## src/rtl/bsg_counter_up_down_multi.sv

```systemverilog
// Bank of independent up/down counters with a shared parameter set.
// Each channel saturates or wraps on over/underflow and keeps sticky error flags.
module bsg_counter_up_down_multi #(
    parameter int unsigned els_p      = 4,
    parameter int unsigned max_val_p  = 255,
    parameter int unsigned init_val_p = 0,
    parameter int unsigned max_step_p = 1,
    parameter int unsigned saturate_p = 1,
    localparam int unsigned step_width_lp = $clog2(max_step_p + 1),
    localparam int unsigned ptr_width_lp  = $clog2(max_val_p + 1)
) (
    input  logic                            clk_i,
    input  logic                            reset_n_i,
    input  logic [els_p*step_width_lp-1:0]  up_i,
    input  logic [els_p*step_width_lp-1:0]  down_i,
    input  logic [els_p-1:0]                load_v_i,
    input  logic [els_p*ptr_width_lp-1:0]   load_val_i,
    input  logic                            err_clear_i,
    output logic [els_p*ptr_width_lp-1:0]   count_o,
    output logic [els_p-1:0]                zero_o,
    output logic [els_p-1:0]                full_o,
    output logic [els_p-1:0]                overflow_o,
    output logic [els_p-1:0]                underflow_o
);

    // Two extra bits hold count - down + up with sign and carry, no truncation.
    localparam int unsigned SumWidth = ptr_width_lp + 2;
    typedef logic signed [SumWidth-1:0] sum_t;

    localparam sum_t                     MaxSum  = sum_t'(max_val_p);
    localparam logic [ptr_width_lp-1:0] MaxVal  = ptr_width_lp'(max_val_p);
    localparam logic [ptr_width_lp-1:0] InitVal = ptr_width_lp'(init_val_p);
    // Modulus truncated to the count width; wrap results only need the low bits.
    localparam logic [ptr_width_lp-1:0] ModLow  = ptr_width_lp'(max_val_p + 1);

    if (init_val_p > max_val_p || max_step_p < 1 || max_step_p > max_val_p) begin : g_param_err
        $error("bsg_counter_up_down_multi: need init_val_p <= max_val_p and 1 <= max_step_p <= max_val_p");
    end

    for (genvar g = 0; g < els_p; g++) begin : g_ch
        logic [ptr_width_lp-1:0]  count_q, count_d;
        logic                     ovf_q, ovf_d;
        logic                     unf_q, unf_d;
        logic                     ovf_evt, unf_evt;
        logic [step_width_lp-1:0] up, down;
        logic [ptr_width_lp-1:0]  load_val;
        sum_t                     sum;

        assign up       = up_i[g*step_width_lp +: step_width_lp];
        assign down     = down_i[g*step_width_lp +: step_width_lp];
        assign load_val = load_val_i[g*ptr_width_lp +: ptr_width_lp];

        assign sum = sum_t'({2'b00, count_q})
                   - sum_t'({{(SumWidth - step_width_lp){1'b0}}, down})
                   + sum_t'({{(SumWidth - step_width_lp){1'b0}}, up});

        always_comb begin
            count_d = count_q;
            ovf_evt = 1'b0;
            unf_evt = 1'b0;
            if (load_v_i[g]) begin
                if (load_val > MaxVal) begin
                    count_d = MaxVal;
                    ovf_evt = 1'b1;
                end else begin
                    count_d = load_val;
                end
            end else if (sum > MaxSum) begin
                ovf_evt = 1'b1;
                count_d = (saturate_p != 0) ? MaxVal : sum[ptr_width_lp-1:0] - ModLow;
            end else if (sum[SumWidth-1]) begin
                unf_evt = 1'b1;
                count_d = (saturate_p != 0) ? '0 : sum[ptr_width_lp-1:0] + ModLow;
            end else begin
                count_d = sum[ptr_width_lp-1:0];
            end
        end

        // A fresh event outranks a clear in the same cycle.
        assign ovf_d = ovf_evt | (ovf_q & ~err_clear_i);
        assign unf_d = unf_evt | (unf_q & ~err_clear_i);

        always_ff @(posedge clk_i or negedge reset_n_i) begin
            if (!reset_n_i) begin
                count_q <= InitVal;
                ovf_q   <= 1'b0;
                unf_q   <= 1'b0;
            end else begin
                count_q <= count_d;
                ovf_q   <= ovf_d;
                unf_q   <= unf_d;
            end
        end

        assign count_o[g*ptr_width_lp +: ptr_width_lp] = count_q;
        assign zero_o[g]      = (count_q == '0);
        assign full_o[g]      = (count_q == MaxVal);
        assign overflow_o[g]  = ovf_q;
        assign underflow_o[g] = unf_q;
    end

endmodule

```

## config.mk

```make
export PLATFORM = sky130hd
export DESIGN_NAME = bsg_counter_up_down_multi
export DESIGN_NICKNAME = d
export VERILOG_FILES = /design/src/rtl/bsg_counter_up_down_multi.sv
export SDC_FILE = /design/constraint.sdc
export NUM_CORES = 1
export LEC_CHECK = 0
export ABC_CLOCK_PERIOD_IN_PS = 5100
export BUFFER_PORTS_ARGS = -buffer_cell sky130_fd_sc_hd__buf_4
export CORE_MARGIN = 8
export CORE_UTILIZATION = 30
export CTS_CLUSTER_SIZE = 25
export DETAILED_ROUTE_END_ITERATION = 6
export REMOVE_ABC_BUFFERS = 1
export SLEW_MARGIN = 20
export SYNTH_ARGS = -nofsm -noshare
export SYNTH_HDL_FRONTEND = slang
export SYNTH_SLANG_ARGS = --single-unit
export TNS_END_PERCENT = 1
```

## constraint.sdc

```tcl
create_clock -name clk_i -period 5.1 [get_ports clk_i]
set_clock_uncertainty 0.2 [all_clocks]
set_input_delay 0.51 -clock clk_i [delete_from_list [all_inputs] [get_ports clk_i]]
set_output_delay 0.51 -clock clk_i [all_outputs]
set_load 0.03 [all_outputs]
```

==> summary.txt <==
Final layout
  – Antenna cells: 0
  – Area of the multi-input gates: 0.00241 mm^2
  – Layout area overhead: 22.6%
  – Layout net count: 600
  – Fraction of layout cells with a size suffix above 1: 0.214
  – Fillers: 1345
  – Register area: 0.00100 mm^2

Clock network
  – Root Buffer: clkbuf_16
  – H-tree depth: 2
  – CTS tree: done
  – Hold Buf Count CTS: 0
  – Deepest clock path buffer count: 2
  – Clk slew on worst S/H paths: 60 ps
  – # resized after CTS: 0
  – Postcts setup bufs: 0
  – Total CTS buffers: 5
  – Clock latency on the worst-skew pair: 280 ps
  – CTS sink count: 40

Die
  – Die area: 0.0164 mm^2
  – Die Y: 128 um
  – CORE AREA: 0.0125 mm^2
  – I/O pins: 95
  – Initial Util: 0.303
  – Die X: 128 um
  – # rows: 41

Timing
  – Final worst path period need: 3300 ps
  – Worst relative slew slack: 0.378
  – Least-Margin Pin Slew: 920 ps
  – Final hold slack: 21.8 ps
  – Final Hold Viols: 0
  – TNS Setup: 0 ps
  – Final worst path period share: 0.646
  – # setup viols final: 0
  – Fmax: 303 MHz
  – Unrepaired setup endpoints after global routing: false
  – Setup slack after layout: 1800 ps
  – Max Transition Viols Final: 0

Yosys
  – Synth area leaders: dfrtp_1 (27%), xnor2_1 (6.5%), ha_1 (5.3%)
  – Top post-synthesis cells by count: nand2_1 (49), dfrtp_1 (40), inv_1 (37)
  – Adder-Cell Fraction of Synth Area: 0.0531
  – Ys async rst share: 1.00
  – Library cells used by synthesis: 71
  – Post-Syn Area: 0.00377 mm^2
  – YS warnings: 0
  – Post-synthesis mux area share: 0.0106
  – EDFF count, synth: 0
  – Synthesized netlist cell count: 469
  – Most frequent cell after synthesis: nand2_1
  – Seq/Total Area, Yosys: 0.265
  – Synth Area in XOR/XNOR: 0.0905
  – Share of Yosys cell area claimed by the top area cell type: 0.265
  – Post-Synth Simple-Gate Area: 0.286
  – Post-synth top flop: dfrtp_1
  – Compound-Gate Fraction of Synth Area: 0.199
  – Main combinational cell family by area after synthesis: simple AND/OR/NAND/NOR gates
  – Mean Syn Cell Area: 8.05 um^2
  – Flops & latches, synth: 40
  – Area leader, netlist: dfrtp_1

GRT
  – GRT overflow: 0
  – Vias in the first global route: 3679
  – Pin count of the biggest net entering global routing: 41
  – Initial antenna violation count: 0
  – First-pass GRT wire length: 17900 um
  – Tot GR Track Use: 0.131

Drt
  – Routed WL: 10900 um
  – Avg WL per Cell: 15.4 um
  – Vias: 3711
  – ANT nets after route: 0
  – Drt first pass iters: 4
  – Post-route DRC violation count: 0
  – Via density: 5.23
  – 1st-iter DRT viols: 322

Placed design
  – Post-placement setup slack: 1750 ps
  – Port Buffers: 94
  – Detail Placement HPWL: 8400 um
  – Placer Congestion: 0.918

Hold path
  – Worst min path class: input pin to async pin

Pwr
  – Worst VDD drop: 0.189 mV
  – PwrDens: 305 mW/mm^2
  – P_leak: 2.04 nW

Setup path
  – WP depth: 9
  – CP max stage cell: nor3_1
  – Worst R2R Path Depth: 9
  – Largest stage delay on the critical path: 480 ps
  – Crit start category: register
  – Most used cell, CP: ha_1
  – Crit path cell chain: inv_1 > ha_1 > ha_1 > or3b_4 > nor3_1 > a31oi_1 > o31ai_1 > nand2b_1 > o211ai_1
  – CP Data Arrival Time: 3290 ps
  – CP Capture Type: register
  – Crit path buffers/inverters: 1
  – Worst setup path class: register to register
  – Crit-path leading delay family: simple AND/OR/NAND/NOR gates
  – Critical-path maximum fanout: 12
  – Worst EP required: 5100 ps

Job
  – Max-cap viol count: 0

Status
  – Outcome: finished clean
[worst register-to-register path, delay by kind of cell (launching register included)]
family                     cells  cell delay, ps
AOI/OAI and AO/OA              3             830
adders and majority gates      2             580
buffers and inverters          1              90
DFF                            1             390
and+or+nand+nor                3            1130
[per-stage QoR]
stage	instance area (um^2)	utilization	total power, W	std cells
CTS	4630	0.371	0.00143	710
floorplan	3560	-	0.000872	436
global placement	4480	0.359	0.00108	702
detailed placement	4480	0.359	0.00109	702
global route	4630	0.371	0.00151	710
finish	4630	0.371	0.00141	710
[registers in the layout, indices dropped and copies added (netlist names)]
signal and count:
g_ch.count_q 32, g_ch.unf_q 4, g_ch.ovf_q 4
[cell families after synthesis]
logic type | Yosys count
muxes | 4
DFF | 40
adders and majority gates | 16
AOI/OAI and AO/OA | 110
and+or+nand+nor | 189
xor gates and xnor gates | 39
buffers and inverters | 71
[layout by cell type (no fill, tap or decap), types with 14 or more instances in the layout]
| master | n |
|---|---|
| inv_1 | 37 |
| o211ai_1 | 21 |
| dfrtp_1 | 40 |
| a21oi_1 | 21 |
| buf_4 | 94 |
| nor2_1 | 24 |
| nand2_1 | 49 |
| nor2b_1 | 14 |
| o21ai_0 | 16 |
| xnor2_1 | 28 |
| ha_1 | 16 |
[cell type report]
cell class / instances / share of cell area
tap: 172 / 0.0465
multi-input combinational: 358 / 0.522
clock inverter: 2 / 0.00216
clock buffer: 6 / 0.0300
sequential: 40 / 0.216
inverter: 38 / 0.0308
timing repair buffer: 94 / 0.153
[worst paths after layout]
check | startpoint | to | slack, ps
hold reg to reg | g_ch[0].ovf_q$_DFF_PN0_ | g_ch[0].ovf_q$_DFF_PN0_ | 340
hold / removal | reset_n_i | g_ch[0].count_q[3]$_DFF_PN0_ | 20
setup reg to reg | g_ch[1].count_q[0]$_DFF_PN0_ | g_ch[1].count_q[1]$_DFF_PN0_ | 1800
min in group clk_i | load_val_i[16] | g_ch[2].count_q[0]$_DFF_PN0_ | 240
setup / recovery | g_ch[1].count_q[0]$_DFF_PN0_ | g_ch[1].count_q[1]$_DFF_PN0_ | 1800
max in group asynchronous | reset_n_i | g_ch[2].count_q[5]$_DFF_PN0_ | 4290
[where the power goes]
part | switching, W | internal [W] | leakage, nW | total, W
Combinational | 0.000347 | 0.000266 | 1.48 | 0.000613
Sequential | 0.000109 | 0.000361 | 0.485 | 0.000470
Clock | 0.000132 | 0.000193 | 0.0766 | 0.000326
[metal layers]
metal	global-route usage	vias up	share of wire	routed length, um
li1	-	1827	-	-
met1	0.169	1758	0.47	5100
met2	0.213	114	0.46	5010
met3	0.0337	12	0.062	671
met4	0.0329	0	0.012	129
met5	0	-	0	0
Power figures use the tool's default switching activity.
